### src/rtl/wishbone_rr_arbiter.sv
// Round-robin arbiter sharing one Wishbone classic slave port between NM masters.
// A grant is held for the owner's whole CYC; a watchdog turns a missing ACK into ERR.
module wishbone_rr_arbiter #(
  parameter int NM      = 3,
  parameter int AW      = 32,
  parameter int DW      = 32,
  parameter int TIMEOUT = 16
) (
  input  logic                 clk_i,
  input  logic                 rst_i,
  input  logic [NM-1:0]        m_cyc_i,
  input  logic [NM-1:0]        m_stb_i,
  input  logic [NM-1:0]        m_we_i,
  input  logic [NM*AW-1:0]     m_addr_i,
  input  logic [NM*DW-1:0]     m_data_i,
  input  logic [NM*DW/8-1:0]   m_sel_i,
  output logic [NM*DW-1:0]     m_data_o,
  output logic [NM-1:0]        m_ack_o,
  output logic [NM-1:0]        m_err_o,
  output logic [NM-1:0]        gnt_o,
  output logic                 s_cyc_o,
  output logic                 s_stb_o,
  output logic                 s_we_o,
  output logic [AW-1:0]        s_addr_o,
  output logic [DW-1:0]        s_data_o,
  output logic [DW/8-1:0]      s_sel_o,
  input  logic [DW-1:0]        s_data_i,
  input  logic                 s_ack_i
);

  localparam int IW = $clog2(NM);
  localparam int SW = DW / 8;
  localparam int WW = $clog2(TIMEOUT);

  typedef enum logic {IDLE, BUSY} state_t;

  state_t          state_q, state_d;
  logic [NM-1:0]   gnt_q, gnt_d;
  logic [IW-1:0]   gidx_q, gidx_d;
  logic [IW-1:0]   last_q, last_d;
  logic [WW-1:0]   wdog_q, wdog_d;
  logic [IW-1:0]   pick_idx;
  logic            pick_vld;
  logic            busy, cyc_g, stb_g, err_now;

  assign busy  = (state_q == BUSY);
  assign cyc_g = |(m_cyc_i & gnt_q);
  assign stb_g = |(m_stb_i & gnt_q);

  // ACK in the timeout cycle wins, so the watchdog only fires without one.
  assign err_now = busy && stb_g && !s_ack_i && (wdog_q == WW'(TIMEOUT - 1));

  // Rotating priority scan: first requester after the previous owner, with wrap.
  always_comb begin
    logic [IW:0] cand;
    // NOTE: every combinational output gets a default first so no path leaves it unassigned (no latch).
    pick_vld = 1'b0;
    pick_idx = '0;
    cand     = '0;
    for (int i = 1; i <= NM; i++) begin
      cand = {1'b0, last_q} + (IW + 1)'(i);
      if (cand >= (IW + 1)'(NM)) cand = cand - (IW + 1)'(NM);
      if (!pick_vld && m_cyc_i[cand[IW-1:0]]) begin
        pick_vld = 1'b1;
        pick_idx = cand[IW-1:0];
      end
    end
  end

  always_comb begin
    state_d = state_q;
    gnt_d   = gnt_q;
    gidx_d  = gidx_q;
    last_d  = last_q;
    case (state_q)
      IDLE: begin
        if (pick_vld) begin
          state_d = BUSY;
          gidx_d  = pick_idx;
          for (int k = 0; k < NM; k++) gnt_d[k] = (pick_idx == IW'(k));
        end
      end
      BUSY: begin
        if (!cyc_g) begin
          state_d = IDLE;
          gnt_d   = '0;
          last_d  = gidx_q;
        end
      end
    endcase
  end

  // The masked STB on an ERR cycle also clears the counter.
  assign wdog_d = (busy && cyc_g && s_stb_o && !s_ack_i) ? wdog_q + WW'(1) : '0;

  always_ff @(posedge clk_i or negedge rst_i) begin
    if (!rst_i) begin
      state_q <= IDLE;
      gnt_q   <= '0;
      gidx_q  <= '0;
      last_q  <= IW'(NM - 1);
      wdog_q  <= '0;
    end else begin
      // NOTE: registered state uses non-blocking assignments so every flop samples pre-edge values.
      state_q <= state_d;
      gnt_q   <= gnt_d;
      gidx_q  <= gidx_d;
      last_q  <= last_d;
      wdog_q  <= wdog_d;
    end
  end

  // The grant vector is all-zero in IDLE, so the one-hot mux idles at 0.
  always_comb begin
    s_we_o   = 1'b0;
    s_addr_o = '0;
    s_data_o = '0;
    s_sel_o  = '0;
    m_data_o = '0;
    for (int k = 0; k < NM; k++) begin
      if (gnt_q[k]) begin
        s_we_o   = m_we_i[k];
        s_addr_o = m_addr_i[k*AW +: AW];
        s_data_o = m_data_i[k*DW +: DW];
        s_sel_o  = m_sel_i[k*SW +: SW];
        m_data_o[k*DW +: DW] = s_data_i;
      end
    end
  end

  assign s_cyc_o = busy;
  assign s_stb_o = busy && stb_g && !err_now;
  assign gnt_o   = gnt_q;
  assign m_ack_o = {NM{s_ack_i}} & gnt_q & m_stb_i;
  assign m_err_o = {NM{err_now}} & gnt_q;

endmodule

### config.mk
export PLATFORM = sky130hd
export DESIGN_NAME = wishbone_rr_arbiter
export DESIGN_NICKNAME = d
export VERILOG_FILES = /design/src/rtl/wishbone_rr_arbiter.sv
export SDC_FILE = /design/constraint.sdc
export NUM_CORES = 1
export LEC_CHECK = 0
export BUFFER_PORTS_ARGS = -buffer_cell sky130_fd_sc_hd__buf_2
export CORE_AREA = 2 2 167 169
export DETAILED_ROUTE_END_ITERATION = 8
export DIE_AREA = 0 0 169 171
export PLACE_DENSITY = 0.44
export SLEW_MARGIN = 0
export SYNTH_ARGS = -nofsm -noshare
export SYNTH_HDL_FRONTEND = slang
export SYNTH_SLANG_ARGS = --single-unit
### constraint.sdc
create_clock -name clk_i -period 2.5 [get_ports clk_i]
set_clock_uncertainty 0.15 [all_clocks]
set_input_delay 0.5 -clock clk_i [delete_from_list [all_inputs] [get_ports clk_i]]
set_output_delay 0.5 -clock clk_i [all_outputs]
set_load 0.01 [all_outputs]
Word-level counts from Yosys, hierarchy flattened
Index checks and enable logic that the tools add are counted.
- memories: 0
- bits in latches: 0
- input bits: 248
- logic and storage cells: 86
- bits in registers: 12
- output and inout bits: 176
- memory bits (read-only): 0
- bits in writable memories: 0
- multipliers: 0
- eq/ne operators: 5
- bitwise operators: 7
- $lt $le $gt $ge: 6
- reductions and logical operators: 19
- mux-type cells: 37
- add/subtract/negate cells: 7
- div/mod/pow operators: 0
- shift-type cells: 0
- operators by type and width (kind ; number):
    32-bit two-way mux ; 9
    4-bit two-way mux ; 4
    3-bit bitwise AND ; 5
    2-bit two-way mux ; 6
    1-bit two-way mux ; 11
    3-bit by 2-bit greater-or-equal comparator with 1-bit output (second input constant) ; 3
    1-bit logical AND ; 9
    2-bit by 3-bit less-than comparator with 1-bit output (second input constant) ; 3
    2-bit by 2-bit adder with 3-bit output (second input constant) ; 2
    1-bit binary-select mux with 2-bit select ; 3
    3-bit two-way mux ; 2
    3-bit case mux with 2 select lines ; 1
    2-bit AND reduction ; 3
    3-bit OR reduction ; 2
    2-bit subtractor (second input constant) ; 3
    4-bit by 1-bit adder with 4-bit output (second input constant) ; 1
    4-bit == test (second input constant) ; 1
    1-bit zero test ; 4
    2-bit inequality test (second input constant) ; 2
    2-bit by 1-bit adder with 3-bit output (second input constant) ; 1
    2-bit by 1-bit == test with 1-bit output (second input constant) ; 1
    2-bit == test (second input constant) ; 1
    2-bit zero test ; 1
    1-bit inverter ; 2
    1-bit case mux with 2 select lines ; 1

Depth between registers and ports, before layout
Gate-level depths: netlist of the first run.
- depth in word-level cells: 15
- mapped depth: 8
- depth with buffers taken out: 6

Worst setup path before layout of the first run
OpenSTA, ideal clock, no wires.
- path kind: register to register
- start: register last_q[1]
- end: register gidx_q[1]
- library setup time: 0.127 ns
- buffers on the path: 1
- required time: 2.223 ns
- stages on the path, launching flop included: 8
- period minus slack after synthesis: 2.269 ns
- data arrival time: 1.992 ns
- path slack: 0.231 ns
- cell sequence: dfstp_2 -> inv_1 -> ha_1 -> a21bo_2 -> a2111oi_2 -> or3_1 -> buf_6 -> mux2_1
- longest elaborated chain between the ends: 13
- elaborated cells between the ends (all ways): 29
- classes of those cells: add/sub (6); order compare (3); mux (15); reduce/logical (5)
- ends and longest elaborated chain (what ; RTL line ; RTL):
    start, declared ; 40 ; logic [IW-1:0] last_q, last_d;
    start signal, assigned ; 101 ; last_q <= IW'(NM - 1);
    start signal, assigned ; 108 ; last_q <= last_d;
    2-bit by 1-bit adder with 3-bit output ; 61 ; cand = {1'b0, last_q} + (IW + 1)'(i);
    3-bit by 2-bit greater-or-equal comparator with 1-bit output or 2-bit subtractor (tied branches) ; 62 ; if (cand >= (IW + 1)'(NM)) cand = cand - (IW + 1)'(NM);
    2-bit two-way mux ; 62 ;
    1-bit binary-select mux with 2-bit select ; 63 ; if (!pick_vld && m_cyc_i[cand[IW-1:0]]) begin
    1-bit two-way mux (implied by the code) ; 63 ;
    1-bit two-way mux ; 63 ;
    1-bit zero test ; 63 ;
    1-bit logical AND ; 63 ;
    1-bit two-way mux ; 63 ;
    1-bit zero test ; 63 ;
    1-bit logical AND ; 63 ;
    1-bit two-way mux ; 63 ;
    2-bit AND reduction (no line) ; -- ;
    end signal, assigned ; 107 ; gidx_q <= gidx_d;
    end, declared ; 39 ; logic [IW-1:0] gidx_q, gidx_d;
Parallel ways exist; a longest one is shown, timed or not. The select of a mux whose other input is x is not followed.
A chain may end at the register's enable or synchronous reset.

Worst setup path after layout of the first run
- start: register gnt_q[1], in the netlist gnt_o[1]
- end: output port s_data_o[22]
- longest elaborated chain between the ends: 2
- ends and longest elaborated chain (what ; RTL line ; RTL):
    start, declared ; 38 ; logic [NM-1:0] gnt_q, gnt_d;
    start signal, assigned ; 106 ; gnt_q <= gnt_d;
    32-bit two-way mux (2 in a row) ; 121 ; if (gnt_q[k]) begin
    end, declared ; 25 ; output logic [DW-1:0] s_data_o,
Every way passes these cells.

==> results_dict.tcl, run 1 <==
set metrics [dict create \
    hold_viol_final 0 \
    p_total_w 0.004197 \
    grt_max_degree 86 \
    clock_latency_ns 0.24 \
    ys.flop_type "dfrtp_1" \
    top_level_ports 424 \
    ys_seq_elements 12 \
    fin_crit_ns 2.414 \
    start_util_pct 9.758 \
    yosysUniqueCellTypes 39 \
    syn_area_per_cell_sq_um 6.303 \
    startpoint_type "register" \
    slew_headroom_pct 60.91 \
    drt_iter0_markers 208 \
    h-tree-depth 1 \
    placed_cells 1163 \
    grt_pass1_vias 3972 \
    status "complete, no violations" \
    drtPass1Iterations 4 \
    numCtsBuffers 3 \
    netlist.area_leader.share_pct 23.93 \
    vias_per_cell 3.871 \
    worstPathCellList "buf_12 > buf_12 > buf_12 > a22oi_1 > o21ai_0 > buf_2" \
    crit_type "reg -> out" \
    area_delta_synth_final_pct 102.8 \
    synth_nets 675 \
    grt_overflow_total 0 \
    cts_max_path_buffers 2 \
    required_ns 1.85 \
    ys_seq_area_share_pct 11.31 \
    synth_top_cell_by_area "and2_1" \
    fmax_ghz 0.4143 \
    p_seq_share_pct 7.6 \
    pwr_density_cell_nw_per_um2 776.2 \
    p_sw_w 0.002178 \
    final_common_cell "buf_2" \
    syn-cell-area_sq_um 2666 \
    switching_share_pct 51.88 \
    slowest_stage "dfrtp_4" \
    rows 61 \
    p_leak_nw 2.957 \
    dpl.hpwl_um 13490 \
    hold_class "reg -> reg" \
    crit_path_end_kind "output port" \
    grt_usage_pct 9.741 \
    hold_ws_ns 0.3265 \
    final_antenna_net_count 0 \
    wl_per_cell_um 14.13 \
    grt_pass1_wl_um 22410 \
    drc 0 \
    drive_above_1_share_pct 55.08 \
    mostFrequentLayoutCells "423 x buf_2, 102 x and2_1, 72 x nand2_1" \
    internal_power_w 0.002020 \
    die_h_um 171 \
    max_cap_violations 0 \
    die-width_um 169 \
    tritoncts "yes" \
    synth_area_leaders "and2_1 24%, a22oi_1 19%, o21ai_0 11%, dfrtp_1 10%, nand2_1 10%" \
    design.die.area_sq_um 28900 \
    core_area_sq_um 27320 \
    synth_cells 423 \
    combPwrFrac_pct 85.5 \
    port_buffers 423 \
    timing.final.crit_share_pct 96.54 \
    maxSlewViolCount 0 \
    final_cells 1174 \
    routed-via-count 4545 \
    arrival_ns 1.76 \
    crit_top_cell "buf_12" \
    pwr-share-clk_pct 6.9 \
    clkTransAtPathRegs_ns 0.04 \
    rsz0062_at_grt "true" \
    synth-edff-count 0 \
    setup_tns_ns 0 \
    max_stage_delay_ns 0.50 \
    wl_um 16590 \
    path_max_fanout 39 \
    crit_buf_inv 4 \
    async_reset_ff_share_pct 100.0 \
    layout.nets 1079 \
    synth_warnings 0 \
    ir_worst_vdd_uv 305.8 \
    cpLargestDelayFamily "buffers and inverters" \
    worst_pin_slew_ns 0.5788 \
    antenna_found_initial 1 \
    clkSinkCount 12 \
    fill_cells 3165 \
    setup_violations 0 \
    root_buffer "clkbuf_16" \
    gp_congestion 0.8106 \
]
what timing repair did:
| item | 4_1_cts | 5_1_grt |
|---|---|---|
| hold endpoints to repair | 6 | 0 |
| resized for setup | 0 | 6 |
| setup buffers | 0 | 3 |
| hold buffers | 1 | 0 |
| endpoints found under the setup margin | 0 | 6 |
logic make-up after synthesis:
group,count (synthesis),share of synthesized area [%]
adder cells (fa/ha/maj),4,1.877
multiplexers,4,1.830
AO/OA/AOI/OAI,154,37.73
AND/OR/NAND/NOR,197,38.71
buffers and inverters,50,7.884
XOR/XNOR,2,0.6571
flip-flops,12,11.31
cell type report:
type	count	area (sq um)	area share [%]
Antenna cell	2	5.005	0.09255
Clock buffer	4	78.83	1.458
Inverter	5	18.77	0.3471
Multi-Input combinational cell	361	2181	40.33
Sequential cell	12	309.0	5.715
Tap cell	346	432.9	8.006
Timing Repair Buffer	444	2382	44.05
Yosys cell counts (2+ instances only):
cell type / instances
a222oi_1: 2
a22oi_1: 68
and2_1: 102
and3_1: 3
buf_2: 6
buf_6: 2
clkbuf_1: 37
dfrtp_1: 11
ha_1: 4
inv_1: 5
mux2_1: 3
nand2_1: 72
nand2b_1: 2
nand3_1: 2
nor2_1: 9
nor2b_1: 3
o21ai_0: 61
o21ai_1: 9
o31ai_1: 2
sequential cells by signal, summed over array words and instances (netlist names):
register / cells
s_cyc_o: 1
gidx_q: 2
gnt_o: 3
last_q: 2
wdog_q: 4
per-stage QoR:
step                cell area [sq um]  util, %  setup WS, ns
floorplan                        2666        -        0.2311
global placement                 5235    19.16        0.1864
detailed placement               5235    19.16        0.1715
CTS                              5324    19.48      0.002445
global route                     5405    19.78      0.002586
finish                           5408    19.79       0.08644
power by group through the flow:
stage / Sequential [W] / Combinational (W) / Clock (W)
2_1_floorplan: 0.000304 / 0.00194 / 0
3_3_place_gp: 0.000319 / 0.00354 / 0
3_5_place_dp: 0.000320 / 0.00354 / 0
4_1_cts: 0.000317 / 0.00355 / 0.000298
5_1_grt: 0.000330 / 0.00394 / 0.000307
6_report: 0.000321 / 0.00359 / 0.000290
layer usage:
metal | share of wire, % | track usage, % | vias to the layer above | routed length [um]
li1 | - | - | 2295 | -
met1 | 42 | 12.48 | 2025 | 6996
met2 | 51 | 18.32 | 221 | 8414
met3 | 6.7 | 0.9715 | 4 | 1109
met4 | 0.41 | 0.7061 | 0 | 68
met5 | 0 | 0 | - | 0
worst paths after layout:
check	from	endpoint	slack, ns	depth (start not counted)
hold / removal	wdog_q[0]	wdog_q[0]	0.33	1
setup reg to reg	last_q[0]	gidx_q[1]	0.18	6
hold reg to reg	wdog_q[0]	wdog_q[0]	0.33	1
min in group asynchronous	rst_i	gidx_q[0]	0.52	2
max in group asynchronous	rst_i	last_q[1]	1.39	2
setup / recovery	gnt_o[1]	s_data_o[22]	0.09	6
(Power assumes the default switching activity.)
==> inputs of run 2 (changes only) <==
--- a/config.mk
+++ b/config.mk
@@ -6,10 +6,11 @@
 export NUM_CORES = 1
 export LEC_CHECK = 0
 export BUFFER_PORTS_ARGS = -buffer_cell sky130_fd_sc_hd__buf_2
-export CORE_AREA = 2 2 167 169
+export CAP_MARGIN = 20
+export CORE_AREA = 8 8 159 161
 export DETAILED_ROUTE_END_ITERATION = 8
-export DIE_AREA = 0 0 169 171
-export PLACE_DENSITY = 0.44
+export DIE_AREA = 0 0 167 169
+export PLACE_DENSITY = 0.49
 export SLEW_MARGIN = 0
 export SYNTH_ARGS = -nofsm -noshare
 export SYNTH_HDL_FRONTEND = slang
==> results_dict.tcl, run 2 (synthesized netlist as in run 1, its figures left out) <==
set metrics [dict create \
    drive_above_1_share_pct 54.76 \
    met2_usage_pct 19.99 \
    grt_usage_pct 11.43 \
    setup_violations 0 \
    worstRegToRegCells 6 \
    fmax_ghz 0.4165 \
    crit_top_cell "buf_4" \
    top_level_ports 424 \
    mostFrequentLayoutCells "423 x buf_2, 102 x and2_1, 72 x nand2_1" \
    num_antenna_cells 0 \
    port_buffers 423 \
    violations "negative hold slack" \
    final_common_cell "buf_2" \
    max_cap_violations 0 \
    r2r_slack_ns 0.19 \
    p_leak_nw 2.907 \
    wl_um 18110 \
    design.die.area_sq_um 28220 \
    root_buffer "clkbuf_16" \
    wl_per_cell_um 16.31 \
    worst_pin_slew_ns 0.5870 \
    cpLargestDelayFamily "flip-flops" \
    grt.busiest_layer "met2" \
    clkSinkCount 12 \
    required_ns 1.85 \
    largest-register "wdog_q" \
    drc 0 \
    crit_buf_inv 3 \
    maxSlewViolCount 0 \
    startpoint_type "register" \
    p_total_w 0.004145 \
    grt_overflow_total 0 \
    grt_pass1_wl_um 26190 \
    die_h_um 169 \
    grt_use_met3_pct 3.051 \
    dpl.hpwl_um 15320 \
    slew_headroom_pct 60.35 \
    drtPass1Iterations 5 \
    pwr_density_cell_nw_per_um2 791.4 \
    clkTransAtPathRegs_ns 0.05 \
    r2r-start "last_q[1]" \
    worstPathCellList "nor2b_4 > buf_4 > buf_4 > a22oi_1 > o21ai_1 > buf_2" \
    rows 56 \
    slowest_stage "dfrtp_4" \
    cts_max_path_buffers 2 \
    use_met1_pct 14.14 \
    status "complete, but fails checks" \
    layout.nets 1073 \
    vias_per_cell 4.083 \
    ir_worst_vdd_uv 411.7 \
    largest_reg_flops 4 \
    clock_latency_ns 0.24 \
    hold_ws_ns -0.007506 \
    h-tree-depth 1 \
    timing.final.crit_share_pct 96.03 \
    tritoncts "yes" \
    arrival_ns 1.75 \
    numCtsBuffers 3 \
    die-width_um 167 \
    max_stage_delay_ns 0.54 \
    rsz0062_at_grt "false" \
    setup_tns_ns 0 \
    hold_class "in -> async" \
    grt_max_degree 99 \
    gp_congestion 0.8860 \
    drt_iter0_markers 284 \
    crit_type "reg -> out" \
    start_util_pct 11.64 \
    antenna_found_initial 0 \
    area_delta_synth_final_pct 96.43 \
    core_area_sq_um 22910 \
    final_antenna_net_count 0 \
    hold_viol_final 11 \
    fin_crit_ns 2.401 \
    routed-via-count 4532 \
    cts_hold_buf 0 \
    reg2reg_to "gidx_q[1]" \
    grt_pass1_vias 4400 \
    crit_path_end_kind "output port" \
    path_max_fanout 7 \
]
-- run 2: worst reg2reg max path: cells and delay by family, from the launching register on --
family,cells,cell delay [ns]
buffers and inverters,1,0.05
muxes,1,0.34
DFF,1,0.53
AOI/OAI and AO/OA,1,0.38
and+or+nand+nor,2,0.47
adders and majority gates,1,0.27
-- run 2: repair_timing --
action | 4_1_cts | 5_1_grt
setup endpoints to repair | 2 | 3
resized for setup | 2 | 3
buffers inserted | 2 | 0
-- run 2: report_power, final --
group | internal [W] | switching [W]
combinational | 0.00148 | 0.00200
clock | 0.000242 | 0.0000890
sequential | 0.000261 | 0.0000742
-- run 2: how the worst max path moves through the flow --
| stage | start | end | cells past startpoint |
|---|---|---|---|
| after floorplan | last_q[1] | gidx_q[1] | 7 |
| after global placement | gnt_o[1] | s_data_o[15] | 5 |
| after detailed placement | gnt_o[1] | s_data_o[15] | 5 |
| after CTS | gnt_o[1] | s_addr_o[20] | 5 |
| after global routing | gnt_o[1] | s_addr_o[21] | 6 |
| final | gnt_o[1] | s_addr_o[24] | 6 |
-- run 2: final cells by class --
type | count | area (sq um)
Clock buffer | 4 | 88.84
Fill cell | 2607 | 17670
Inverter | 5 | 18.77
Multi-Input combinational cell | 361 | 2162
Sequential cell | 12 | 309.0
Tap cell | 290 | 362.8
Timing Repair Buffer | 438 | 2296
-- run 2: layer usage --
| metal | vias up | share of wire (%) |
|---|---|---|
| met5 | - | 0 |
| met2 | 243 | 49 |
| met4 | 0 | 1.0 |
| li1 | 2279 | - |
| met3 | 12 | 8.3 |
| met1 | 1998 | 42 |
-- run 2: metrics by stage --
step	std cells	hold WS (ns)	cell area [sq um]	worst slack (ns)	utilization, %
2_1_floorplan	423	0.05441	2666	0.2311	-
6_report	1110	-0.007506	5238	0.09923	22.86
3_5_place_dp	1104	0.2658	5130	0.06685	22.39
5_1_grt	1110	0.01400	5238	0.002461	22.86
3_3_place_gp	1104	0.2705	5130	0.1025	22.39
4_1_cts	1110	0.01160	5238	0.08001	22.86
==> inputs of run 3 (changes only) <==
--- a/config.mk
+++ b/config.mk
@@ -5,11 +5,13 @@
 export SDC_FILE = /design/constraint.sdc
 export NUM_CORES = 1
 export LEC_CHECK = 0
+export ABC_CLOCK_PERIOD_IN_PS = 3000
 export BUFFER_PORTS_ARGS = -buffer_cell sky130_fd_sc_hd__buf_2
 export CAP_MARGIN = 20
-export CORE_AREA = 8 8 159 161
+export CORE_AREA = 8 8 160 162
+export CTS_CLUSTER_SIZE = 28
 export DETAILED_ROUTE_END_ITERATION = 8
-export DIE_AREA = 0 0 167 169
+export DIE_AREA = 0 0 168 170
 export PLACE_DENSITY = 0.49
 export SLEW_MARGIN = 0
 export SYNTH_ARGS = -nofsm -noshare
==> constraint.sdc (replaced) <==
create_clock -name clk_i -period 3 [get_ports clk_i]
set_clock_uncertainty 0.15 [all_clocks]
set_input_delay 0.6 -clock clk_i [delete_from_list [all_inputs] [get_ports clk_i]]
set_output_delay 0.6 -clock clk_i [all_outputs]
set_load 0.01 [all_outputs]
==> results_dict.tcl, run 3 (synthesized netlist as in run 1, its figures left out) <==
set metrics [dict create \
    status "complete, no violations" \
    cts_resized 0 \
    setup_tns_ns 0 \
    met2_usage_pct 19.22 \
    worst_pin_slew_ns 0.5823 \
    p_total_w 0.003314 \
    layout.nets 1066 \
    cts_max_path_buffers 2 \
    max_stage_delay_ns 0.43 \
    final_common_cell "buf_2" \
    grt_pass1_wl_um 25010 \
    fin_crit_ns 2.577 \
    gp_congestion 0.8243 \
    required_ns 2.25 \
    combPwrFrac_pct 83.7 \
    max_cap_violations 0 \
    use_met1_pct 12.16 \
    cpLargestDelayFamily "buffers and inverters" \
    clkSinkCount 12 \
    routed-via-count 4529 \
    crit_top_cell "buf_4" \
    worstPathCellList "buf_4 > buf_4 > a22oi_1 > o21ai_0 > buf_2" \
    r2r-start "last_q[1]" \
    clkTransAtPathRegs_ns 0.04 \
    grt.busiest_layer "met2" \
    grt_overflow_total 0 \
    core_area_sq_um 23050 \
    h-tree-depth 1 \
    root_buffer "clkbuf_16" \
    switching_share_pct 53.12 \
    slew_headroom_pct 60.67 \
    drc 0 \
    grt_usage_pct 10.59 \
    pwr_density_cell_nw_per_um2 644.3 \
    r2r_slack_ns 0.57 \
    crit_path_end_kind "output port" \
    slowest_stage "dfrtp_4" \
    fmax_ghz 0.3880 \
    postCtsSetupBuffers 0 \
    num_antenna_cells 0 \
    reg2reg_to "gidx_q[1]" \
    die-width_um 168 \
    grt_use_met3_pct 2.850 \
    crit_buf_inv 3 \
    wl_um 17030 \
    rsz0062_at_grt "false" \
    crit_type "reg -> out" \
    wl_per_cell_um 15.44 \
    largest-register "wdog_q" \
    grt_pass1_vias 4475 \
    die_h_um 170 \
    arrival_ns 1.83 \
    path_max_fanout 35 \
    maxSlewViolCount 0 \
    timing.final.crit_share_pct 85.91 \
    mostFrequentLayoutCells "423 x buf_2, 102 x and2_1, 72 x nand2_1" \
    clock_latency_ns 0.24 \
    tritoncts "yes" \
    rows 56 \
    internal_power_w 0.001554 \
    drtPass1Iterations 4 \
    worstRegToRegCells 6 \
    ir_worst_vdd_uv 388.0 \
    start_util_pct 11.57 \
    p_seq_share_pct 8.1 \
    p_sw_w 0.001761 \
    dpl.hpwl_um 14270 \
    dpl_worst_slack_ns 0.5924 \
    drive_above_1_share_pct 54.37 \
    startpoint_type "register" \
    hold_class "in -> async" \
    hold_viol_final 0 \
    drt_iter0_markers 179 \
    numCtsBuffers 3 \
    cts_hold_buf 0 \
    grt_max_degree 105 \
    antenna_found_initial 0 \
    p_leak_nw 2.859 \
    setup_violations 0 \
    top_level_ports 424 \
    final_antenna_net_count 0 \
    utilization_pct 22.31 \
    port_buffers 423 \
    vias_per_cell 4.106 \
    worst_slack_ns 0.4227 \
    design.die.area_sq_um 28560 \
    largest_reg_flops 4 \
    area_delta_synth_final_pct 92.91 \
    pwr-share-clk_pct 8.2 \
]
==> run 3: final cells by class <==
class	instances	area [sq um]
inverters	5	18.77
well taps	290	362.8
fillers	2640	17910
flip-flops and latches	12	309.0
repair buffers	431	2202
clock buffers	4	88.84
multi-input cells	361	2162
==> run 3: worst max-delay path by stage <==
stage / from / end / slack [ns] / cells past startpoint
after floorplan: gnt_o[1] / s_addr_o[17] / 0.69 / 7
after global placement: last_q[1] / gidx_q[1] / 0.63 / 6
after detailed placement: last_q[1] / gidx_q[1] / 0.59 / 6
after CTS: gnt_o[1] / s_data_o[7] / 0.42 / 5
after global routing: gnt_o[1] / s_data_o[27] / 0.28 / 5
final: gnt_o[1] / s_data_o[27] / 0.42 / 5
==> run 3: routing by layer <==
layer	vias up	part of all wire [%]
met1	2022	40
li1	2268	-
met2	221	50
met4	0	1.6
met5	-	0
met3	18	8.0
==> run 3: stage by stage <==
| stage | cell area [sq um] | hold slack (ns) | std cells |
|---|---|---|---|
| floorplan | 2666 | 0.1544 | 423 |
| global placement | 5055 | 0.3040 | 1099 |
| detailed placement | 5055 | 0.3123 | 1099 |
| CTS | 5144 | 0.09404 | 1103 |
| global route | 5144 | 0.1019 | 1103 |
| finish | 5144 | 0.08588 | 1103 |
==> run 3: worst reg2reg max path, cell delays in order (launching register included) <==
cell and delay [ns]:
dfstp_2 0.53, inv_1 0.05, ha_1 0.37, a21bo_2 0.27, a2111oi_2 0.31, or3_1 0.28, mux2_1 0.34
==> run 3: power groups by stage <==
stage | sequential [W] | clock, W | combinational, W
2_1_floorplan | 0.000254 | 0 | 0.00162
3_3_place_gp | 0.000273 | 0 | 0.00282
3_5_place_dp | 0.000273 | 0 | 0.00282
4_1_cts | 0.000272 | 0.000274 | 0.00282
5_1_grt | 0.000281 | 0.000282 | 0.00306
6_report | 0.000270 | 0.000272 | 0.00277
